<file path="config.mk">
export PLATFORM = sky130hd
export DESIGN_NAME = riscv_pipeline_ctrl
export DESIGN_NICKNAME = d
export VERILOG_FILES = /design/src/rtl/riscv_pipeline_ctrl.sv
export SDC_FILE = /design/constraint.sdc
export NUM_CORES = 1
export LEC_CHECK = 0
export ABC_CLOCK_PERIOD_IN_PS = 2100
export BUFFER_PORTS_ARGS = -buffer_cell sky130_fd_sc_hd__buf_2
export CAP_MARGIN = 10
export CORE_MARGIN = 1.5
export CORE_UTILIZATION = 50
export DETAILED_ROUTE_END_ITERATION = 7
export PLACE_DENSITY_LB_ADDON = 0.15
export SLEW_MARGIN = 20
export SYNTH_ARGS = -nofsm -noshare
export SYNTH_HDL_FRONTEND = slang
export SYNTH_SLANG_ARGS = --single-unit
</file>
<file path="constraint.sdc">
create_clock -name clk -period 2.1 [get_ports clk]
set_input_delay 0.315 -clock clk [delete_from_list [all_inputs] [get_ports clk]]
set_output_delay 0.315 -clock clk [all_outputs]
set_load 0.05 [all_outputs]
</file>
<file path="src/rtl/riscv_pipeline_ctrl.sv">
// Hazard and sequencing controller for the 5-stage core: slice load enables,
// per-slice valid tracking, stall/redirect resolution and a saturating stall counter.
module riscv_pipeline_ctrl #(
    parameter int REG_ADDR_WIDTH = 5,
    parameter int CNT_WIDTH      = 32
) (
    input  logic                      clk,
    input  logic                      rst_n,
    input  logic                      if_valid,
    input  logic [REG_ADDR_WIDTH-1:0] id_rs1_addr,
    input  logic [REG_ADDR_WIDTH-1:0] id_rs2_addr,
    input  logic                      id_rs1_used,
    input  logic                      id_rs2_used,
    input  logic                      ex_is_load,
    input  logic [REG_ADDR_WIDTH-1:0] ex_rd_addr,
    input  logic                      ex_busy,
    input  logic                      ex_redirect,
    input  logic                      mem_req,
    input  logic                      mem_ready,
    output logic                      pc_en,
    output logic                      ifid_en,
    output logic                      idex_en,
    output logic                      exmem_en,
    output logic                      memwb_en,
    output logic                      ifid_valid,
    output logic                      idex_valid,
    output logic                      exmem_valid,
    output logic                      memwb_valid,
    output logic                      stall,
    output logic [CNT_WIDTH-1:0]      stall_cycles
);

    logic v1_q, v2_q, v3_q, v4_q;
    logic v1_d, v2_d, v3_d, v4_d;
    logic [CNT_WIDTH-1:0] stall_cycles_q, stall_cycles_d;

    logic mem_stall, ex_stall, redir, lu_stall, rs_match;
    logic f1, f2, f3;

    // Older stages win: a waiting memory access masks everything behind it,
    // and a redirect makes the load-use hazard in ID irrelevant.
    always_comb begin
        mem_stall = v3_q & mem_req & ~mem_ready;
        ex_stall  = v2_q & ex_busy & ~mem_stall;
        redir     = v2_q & ex_redirect & ~mem_stall & ~ex_stall;
        rs_match  = (id_rs1_used & (id_rs1_addr == ex_rd_addr))
                  | (id_rs2_used & (id_rs2_addr == ex_rd_addr));
        lu_stall  = v1_q & v2_q & ex_is_load & (ex_rd_addr != '0) & rs_match
                  & ~mem_stall & ~ex_stall & ~redir;
        f1 = mem_stall | ex_stall | lu_stall;
        f2 = mem_stall | ex_stall;
        f3 = mem_stall;
    end

    always_comb begin
        pc_en    = ~f1 & (if_valid | redir);
        ifid_en  = ~f1;
        idex_en  = ~f2;
        exmem_en = ~f3;
        memwb_en = 1'b1;
        stall    = f1;
    end

    always_comb begin
        v1_d = v1_q;
        v2_d = v2_q;
        v3_d = v3_q;
        v4_d = v4_q;
        stall_cycles_d = stall_cycles_q;

        if (f1)         v1_d = v1_q;
        else if (redir) v1_d = 1'b0;
        else            v1_d = if_valid;

        if (f2)                    v2_d = v2_q;
        else if (redir | lu_stall) v2_d = 1'b0;
        else                       v2_d = v1_q;

        if (f3)            v3_d = v3_q;
        else if (ex_stall) v3_d = 1'b0;
        else               v3_d = v2_q;

        if (mem_stall) v4_d = 1'b0;
        else           v4_d = v3_q;

        if (f1 && (stall_cycles_q != '1))
            stall_cycles_d = stall_cycles_q + 1'b1;
    end

    always_ff @(posedge clk or negedge rst_n) begin
        if (!rst_n) begin
            v1_q           <= 1'b0;
            v2_q           <= 1'b0;
            v3_q           <= 1'b0;
            v4_q           <= 1'b0;
            stall_cycles_q <= '0;
        end else begin
            v1_q           <= v1_d;
            v2_q           <= v2_d;
            v3_q           <= v3_d;
            v4_q           <= v4_d;
            stall_cycles_q <= stall_cycles_d;
        end
    end

    assign ifid_valid   = v1_q;
    assign idex_valid   = v2_q;
    assign exmem_valid  = v3_q;
    assign memwb_valid  = v4_q;
    assign stall_cycles = stall_cycles_q;

endmodule
</file>
# Word-level counts from Yosys, hierarchy flattened
# Cells that the tools add are included.
[totals]
ff_bits = 36
[classes]
add_sub_neg = 1
n_eq_ne = 3
muxes = 4
bitwise = 28
n_reduce_logical = 2
[ops]
columns = ["op", "n"]
rows = [
  ["adder 32 x 1 -> 32 bit (second input constant)", 1],
  ["!= test 32 bit (second input constant)", 1],
  ["bitwise AND 1 bit", 17],
  ["equality test 5 bit", 2],
  ["inverter 1 bit", 6],
  ["OR 1 bit", 5],
  ["nonzero test 5 bit", 1],
  ["2-to-1 mux 1 bit", 4],
  ["logical AND 1 bit", 1],
]

# Longest topological paths before layout
# Gate-level depths: netlist of the first run.
[logic_depth]
ltp_word = 11
ltp_mapped = 9
mapped_depth_nobuf = 7

# Worst setup path before layout of the first run
# No wires, ideal clock.
[synth_path]
path_kind = "register to register"
from = "reg v3_q (netlist: exmem_valid)"
to = "reg stall_cycles_q[25] (netlist: stall_cycles[25])"
arrival_time_ns = 2.349
required_ns = 1.958
setup_slack_ns = -0.391
stages_incl_launch_ff = 9
path_buffers = 2
period_less_slack_ns = 2.491
path_cell_list = "dfrtp_1 nand3_1 nand2_1 a21o_4 o21a_1 buf_6 buf_6 nand4_2 xnor2_1"
[synth_via]
elab_chain_len = 10
[synth_lines]
columns = ["item", "line_no", "source"]
rows = [
  ["start, declared", "33", "logic v1_q, v2_q, v3_q, v4_q;"],
  ["start signal, assigned", "100", "v3_q <= v3_d;"],
  ["bitwise AND 1 bit * (2 in series)", "43", "mem_stall = v3_q & mem_req & ~mem_ready;"],
  ["inverter 1 bit *", "n/a", ""],
  ["named net exmem_en", "23", "output logic exmem_en,"],
  ["bitwise AND 1 bit", "44", "ex_stall = v2_q & ex_busy & ~mem_stall;"],
  ["inverter 1 bit", "45, 49", ""],
  ["bitwise AND 1 bit", "45", "redir = v2_q & ex_redirect & ~mem_stall & ~ex_stall;"],
  ["inverter 1 bit", "49", "& ~mem_stall & ~ex_stall & ~redir;"],
  ["bitwise AND 1 bit", "49", ""],
  ["OR 1 bit *", "50", "f1 = mem_stall | ex_stall | lu_stall;"],
  ["named net stall", "29", "output logic stall,"],
  ["logical AND 1 bit *", "86", "if (f1 && (stall_cycles_q != '1))"],
  ["end signal, assigned", "102", "stall_cycles_q <= stall_cycles_d;"],
  ["end, declared", "35", "logic [CNT_WIDTH-1:0] stall_cycles_q, stall_cycles_d;"],
]
# Mark *: on every way through the listed nets, which the timed path passes. The rest lies on a longest branch.
# A chain may end at the register's enable or synchronous reset.

# Worst setup path after layout of the first run
[layout_path]
from = "in ex_rd_addr[0]"
to = "out pc_en"
[layout_via]
elab_chain_len = 10
[layout_lines]
columns = ["item", "line_no", "source"]
rows = [
  ["start, declared", "15", "input logic [REG_ADDR_WIDTH-1:0] ex_rd_addr,"],
  ["equality test 5 bit, on equally long branches", "46, 47", ""],
  ["bitwise AND 1 bit, on equally long branches", "46, 47", ""],
  ["OR 1 bit", "47", "| (id_rs2_used & (id_rs2_addr == ex_rd_addr));"],
  ["bitwise AND 1 bit *", "48", "lu_stall = v1_q & v2_q & ex_is_load & (ex_rd_addr != '0) & rs_match"],
  ["bitwise AND 1 bit * (3 in series)", "49", ""],
  ["OR 1 bit *", "50", ""],
  ["inverter 1 bit *", "56", "pc_en = ~f1 & (if_valid | redir);"],
  ["bitwise AND 1 bit *", "56", ""],
  ["end, declared", "20", "output logic pc_en,"],
]
# Every way passes the cells marked *; elsewhere a longest branch is shown, timed or not.

==> flow_summary.json, run 1 <==
{
  "r2r_setup_slack_ns": 0.17,
  "portBuffers": 65,
  "clock_latency_ns": 0.28,
  "wl_per_cell_um": 12.8,
  "path_clk_slew_ns": 0.07,
  "grt_overflow": 0,
  "p_per_area_nw_per_um2": 904,
  "place.gp.congestion": 0.770,
  "start_kind": "input pin",
  "start_util": 0.526,
  "synth-seq-cells": 36,
  "synth-seq-area-share": 0.465,
  "viasPerCell": 5.17,
  "die_area_sq_um": 4260,
  "cts_made_buffers": 5,
  "clockBufferDepth": 2,
  "drtAntennaViolNets": 0,
  "core_area_sq_um": 3690,
  "layout-drive-gt1-share": 0.426,
  "critPathArrivalTime_ns": 1.77,
  "hold_path_class": "input pin to asynchronous set/reset pin",
  "synthToLayoutAreaGrowth_pct": 28.1,
  "drtPass1Iterations": 4,
  "period_share": 0.992,
  "nets": 283,
  "cts_tree": "done",
  "grt_max_degree": 37,
  "cts_sinks": 36,
  "grt_pass1_wl_mm": 6.28,
  "drc_errors": 0,
  "cp_max_fo": 2,
  "antenna_found_initial": 0,
  "critical_path.cell_chain": "buf_2, or4_1, o2111ai_2, nand2b_1, nand2_1, a21oi_2, buf_4",
  "multi_input_area_sq_um": 998,
  "cap_violations": 0,
  "fmax_mhz": 480,
  "period_needed_ns": 2.08,
  "max_stage_delay_ns": 0.55,
  "antennaDiodeCount": 0,
  "slowest_stage": "or4_1",
  "leakage_nw": 1.19,
  "io_pins": 67,
  "vias": 1582,
  "post_cts_buffers": 0,
  "worst_pin_slew_ns": 0.787,
  "yosysUniqueCellTypes": 34,
  "crit_required_ns": 1.78,
  "cp-end-kind": "output port",
  "syn_inst": 184,
  "avgSynthCellArea_sq_um": 10.5,
  "die_w_um": 65.3,
  "grtUsageTotal": 0.195,
  "slew_viol_final": 0,
  "fin_hold_ws_ns": 0.110,
  "totalWireLength_mm": 3.93,
  "vdd_drop_max_v": 0.000759,
  "fillers": 306,
  "placementRows": 22,
  "netlist_area_sq_um": 1940,
  "criticalPathCategory": "input pin to output port",
  "setup_viol": 0,
  "seqCellArea_sq_um": 915,
  "first_global_vias": 1404,
  "outcome": "finished clean",
  "syn_nets": 210,
  "slew_headroom": 0.476,
  "first_iter_violations": 81,
  "dp_hpwl_mm": 2.93,
  "htreeDepth": 2,
  "dieHeight_um": 65.3,
  "hold_violations": 0,
  "root_buffer": "clkbuf_8",
  "finClkSkew_ns": 0.00373,
  "fin_util": 0.673,
  "ys.warnings.count": 0
}
-- cells by family (layout without fill, tap and decap cells) --
kind of cell    Yosys count  in the layout  synth area share
xor+xnor                 40             40             0.181
fa+ha+maj                 1              1           0.00645
compound gates           11             11            0.0439
mux                       2              2            0.0116
other cells               1              1           0.00193
buf+inv                  11             85            0.0348
flops                    36             36             0.465
simple gates             82             82             0.256
-- registers in the layout, indices dropped and copies added, names as in the netlist --
signal        cells
memwb_valid       1
stall_cycles     32
ifid_valid        1
exmem_valid       1
idex_valid        1
-- stage by stage --
stage / setup slack [ns] / power, mW / TNS [ns] / cells / area, sq um
2_1_floorplan: 0.0279 / 1.53 / 0 / 184 / 1970
3_3_place_gp: -0.0123 / 1.72 / -0.0123 / 298 / 2370
3_5_place_dp: -0.0769 / 1.73 / -0.352 / 298 / 2370
4_1_cts: 0.0187 / 2.27 / 0 / 306 / 2470
5_1_grt: -0.0152 / 2.36 / -0.0281 / 306 / 2480
6_report: 0.0173 / 2.24 / 0 / 306 / 2480
-- what timing repair did --
action                     4_1_cts  5_1_grt
hold buffers                     0        0
setup endpoints to repair        1        2
gates resized for setup          1        2
-- Yosys cell counts --
library cell	instances	area, sq um
xor2_1	3	26.3
inv_1	6	22.5
nand3_2	8	80.1
and2_1	4	25.0
and3_1	7	43.8
nand4b_2	1	15.0
nand3b_1	2	15.0
buf_4	1	7.51
nand4_1	11	68.8
buf_1	1	3.75
or4_1	1	7.51
nand2b_1	3	18.8
conb_1	1	3.75
mux2_2	2	22.5
o21ai_0	4	20.0
a21oi_1	1	5.00
nor2_2	1	6.26
nor2_1	8	30.0
nor4_1	1	6.26
nand2_1	20	75.1
nand4_2	3	37.5
o22ai_1	1	6.26
nand3_1	8	40.0
a21oi_2	1	8.76
o2111ai_2	1	15.0
nor3_1	2	10.0
ha_1	1	12.5
and4_1	2	17.5
a21boi_0	1	7.51
o21a_1	1	7.51
dfrtp_1	36	901
a21o_4	1	15.0
buf_6	3	33.8
xnor2_1	37	324
-- area by class of cell --
class,instances,area share
inverters,6,0.00907
multi-input cells,137,0.402
well taps,48,0.0242
clock buffers,8,0.0403
repair buffers,71,0.156
flip-flops and latches,36,0.368
-- critical path, delay by kind of cell --
kind	cells	cell delay, ns
AOI/OAI and AO/OA	2	0.34
buffers and inverters	2	0.31
and+or+nand+nor	3	0.80
-- final timing paths --
check,from,end,depth (start not counted)
worst min register to register,stall_cycles[6],stall_cycles[6],1
worst max-delay path,ex_rd_addr[0],pc_en,7
max in group asynchronous,rst_n,stall_cycles[5],1
worst min-delay path,rst_n,stall_cycles[27],1
worst max register to register,stall_cycles[9],stall_cycles[27],7
min in group clk,ex_busy,exmem_valid,2
-- cells in the final DEF, fill, tap and decap left out, types with 6 or more instances in the layout --
cell      Yosys  routed
nand4_1      11      11
inv_1         6       6
and3_1        7       7
buf_4         1       6
buf_2         0      63
clkbuf_8      0       7
nand3_1       8       7
xnor2_1      37      37
dfrtp_1      36      25
nand3_2       8       8
dfrtp_2       0      11
nand2_1      20      20
nor2_1        8       8
-- per-layer routing --
metal  vias up  track usage  share of wire
met3         6       0.0462          0.070
met1       751        0.254           0.45
met5         -            0              0
met2        53        0.300           0.46
li1        772            -              -
met4         0        0.104          0.018
-- where the power goes --
group          switching, mW  leakage [nW]  internal [mW]  total, mW
registers             0.0921         0.473          0.781      0.873
clock network          0.229        0.0515          0.299      0.528
logic                  0.605         0.660          0.239      0.843
total                  0.926          1.19           1.32       2.24
Power figures use the tool's default switching activity.
==> run 2: changes to the inputs <==
- ABC_CLOCK_PERIOD_IN_PS: 2100 -> 2300
- clock period: 2.1 -> 2.3 ns (I/O delays scaled with it)
==> flow_summary.json, run 2 (synthesis gave the netlist of run 1 again) <==
{
  "outcome": "finished clean",
  "largest_reg_flops": 32,
  "first_global_vias": 1485,
  "tns_ns": 0,
  "drtPass1Iterations": 4,
  "clockBufferDepth": 2,
  "crit_required_ns": 1.96,
  "fmax_mhz": 458,
  "cp_max_fo": 3,
  "htreeDepth": 2,
  "finClkSkew_ns": 0.00328,
  "die_w_um": 65.3,
  "p_per_area_nw_per_um2": 837,
  "critical_path.cell_chain": "buf_2, or4_1, o2111ai_2, nand2b_1, nand2_1, a21oi_2, buf_2",
  "antenna_found_initial": 0,
  "period_share": 0.949,
  "hold_buffers": 0,
  "grt_pass1_wl_mm": 6.62,
  "root_buffer": "clkbuf_8",
  "fillers": 313,
  "worst_pin_slew_ns": 0.791,
  "grt_max_degree": 37,
  "grtUsageTotal": 0.201,
  "cts_sinks": 36,
  "core_area_sq_um": 3690,
  "nets": 282,
  "dp_hpwl_mm": 2.98,
  "hold_violations": 0,
  "drtAntennaViolNets": 0,
  "layout_commonest_cell": "buf_2",
  "wl_per_cell_um": 13.2,
  "critPathArrivalTime_ns": 1.84,
  "antennaDiodeCount": 0,
  "criticalPathCategory": "input pin to output port",
  "cap_violations": 0,
  "rsz0062_at_grt": "false",
  "cts_made_buffers": 5,
  "dpl_cell_area_sq_um": 2330,
  "setup_viol": 0,
  "dieHeight_um": 65.3,
  "grt_overflow": 0,
  "cp-end-kind": "output port",
  "placementRows": 22,
  "vias": 1564,
  "io_pins": 67,
  "viasPerCell": 5.14,
  "layout-drive-gt1-share": 0.387,
  "leakage_nw": 1.19,
  "path_buf_inv": 2,
  "start_kind": "input pin",
  "portBuffers": 65,
  "hold_path_class": "input pin to asynchronous set/reset pin",
  "period_needed_ns": 2.18,
  "clock_latency_ns": 0.27,
  "path_clk_slew_ns": 0.07,
  "first_iter_violations": 62,
  "totalWireLength_mm": 4.01,
  "path_delay_family": "simple AND/OR/NAND/NOR gates",
  "slowest_stage": "or4_1",
  "max_stage_delay_ns": 0.53,
  "slew_viol_final": 0,
  "crit_path_frequent_cell": "buf_2",
  "final_cell_mix": "buf_2 (65), xnor2_1 (37), dfrtp_1 (35)",
  "fin_area_sq_um": 2430,
  "vdd_drop_max_v": 0.000782,
  "die_area_sq_um": 4260,
  "drc_errors": 0,
  "slew_headroom": 0.473,
  "start_util": 0.526,
  "cts_tree": "done",
  "place.gp.congestion": 0.837,
  "synthToLayoutAreaGrowth_pct": 25.3
}
run 2: cell count changes in the layout (fill, tap and decap cells not counted), sizes merged:
cell | previous run | this run
clkbuf | 9 | 7
run 2: layout make-up:
type                    count  area (sq um)  share of cell area
clock buffers               7          96.3              0.0396
repair buffers             70           363               0.149
inverters                   6          22.5             0.00927
flip-flops and latches     36           902               0.371
well taps                  48          60.1              0.0247
multi-input cells         137           986               0.406
run 2: timing repair:
action | 4_1_cts | 5_1_grt
resized for setup | 0 | 1
buffers inserted | 0 | 0
setup endpoints to repair | 0 | 4
run 2: worst paths after layout:
check | startpoint | to | slack (ns) | cells after the start
setup / recovery | ex_rd_addr[0] | pc_en | 0.12 | 7
hold / removal | rst_n | stall_cycles[23] | 0.15 | 1
setup reg to reg | stall_cycles[9] | stall_cycles[16] | 0.27 | 8
hold reg to reg | stall_cycles[11] | stall_cycles[11] | 0.49 | 1
max in group asynchronous | rst_n | stall_cycles[8] | 1.60 | 1
min in group clk | mem_req | memwb_valid | 0.28 | 2
run 2: power by group:
| group | total [mW] | internal [mW] | switching (mW) |
|---|---|---|---|
| clock network | 0.479 | 0.267 | 0.212 |
| registers | 0.791 | 0.704 | 0.0868 |
| logic | 0.764 | 0.205 | 0.559 |
| total | 2.03 | 1.18 | 0.859 |
run 2: stage by stage:
step / hold WS (ns) / utilization / total power, mW / setup slack, ns / cells
3_3_place_gp: 0.473 / 0.631 / 1.57 / 0.124 / 297
2_1_floorplan: 0.0494 / - / 1.38 / 0.0000864 / 184
5_1_grt: 0.205 / 0.659 / 2.14 / 0.0191 / 304
6_report: 0.151 / 0.659 / 2.03 / 0.118 / 304
4_1_cts: 0.172 / 0.657 / 2.06 / 0.111 / 304
3_5_place_dp: 0.472 / 0.631 / 1.57 / 0.0976 / 297
run 2: layer usage:
layer | track usage | vias to the layer above | routed length (um)
met1 | 0.270 | 751 | 1880
met4 | 0.0469 | 0 | 14
met3 | 0.0514 | 2 | 250
li1 | - | 767 | -
met2 | 0.329 | 44 | 1860
met5 | 0 | - | 0
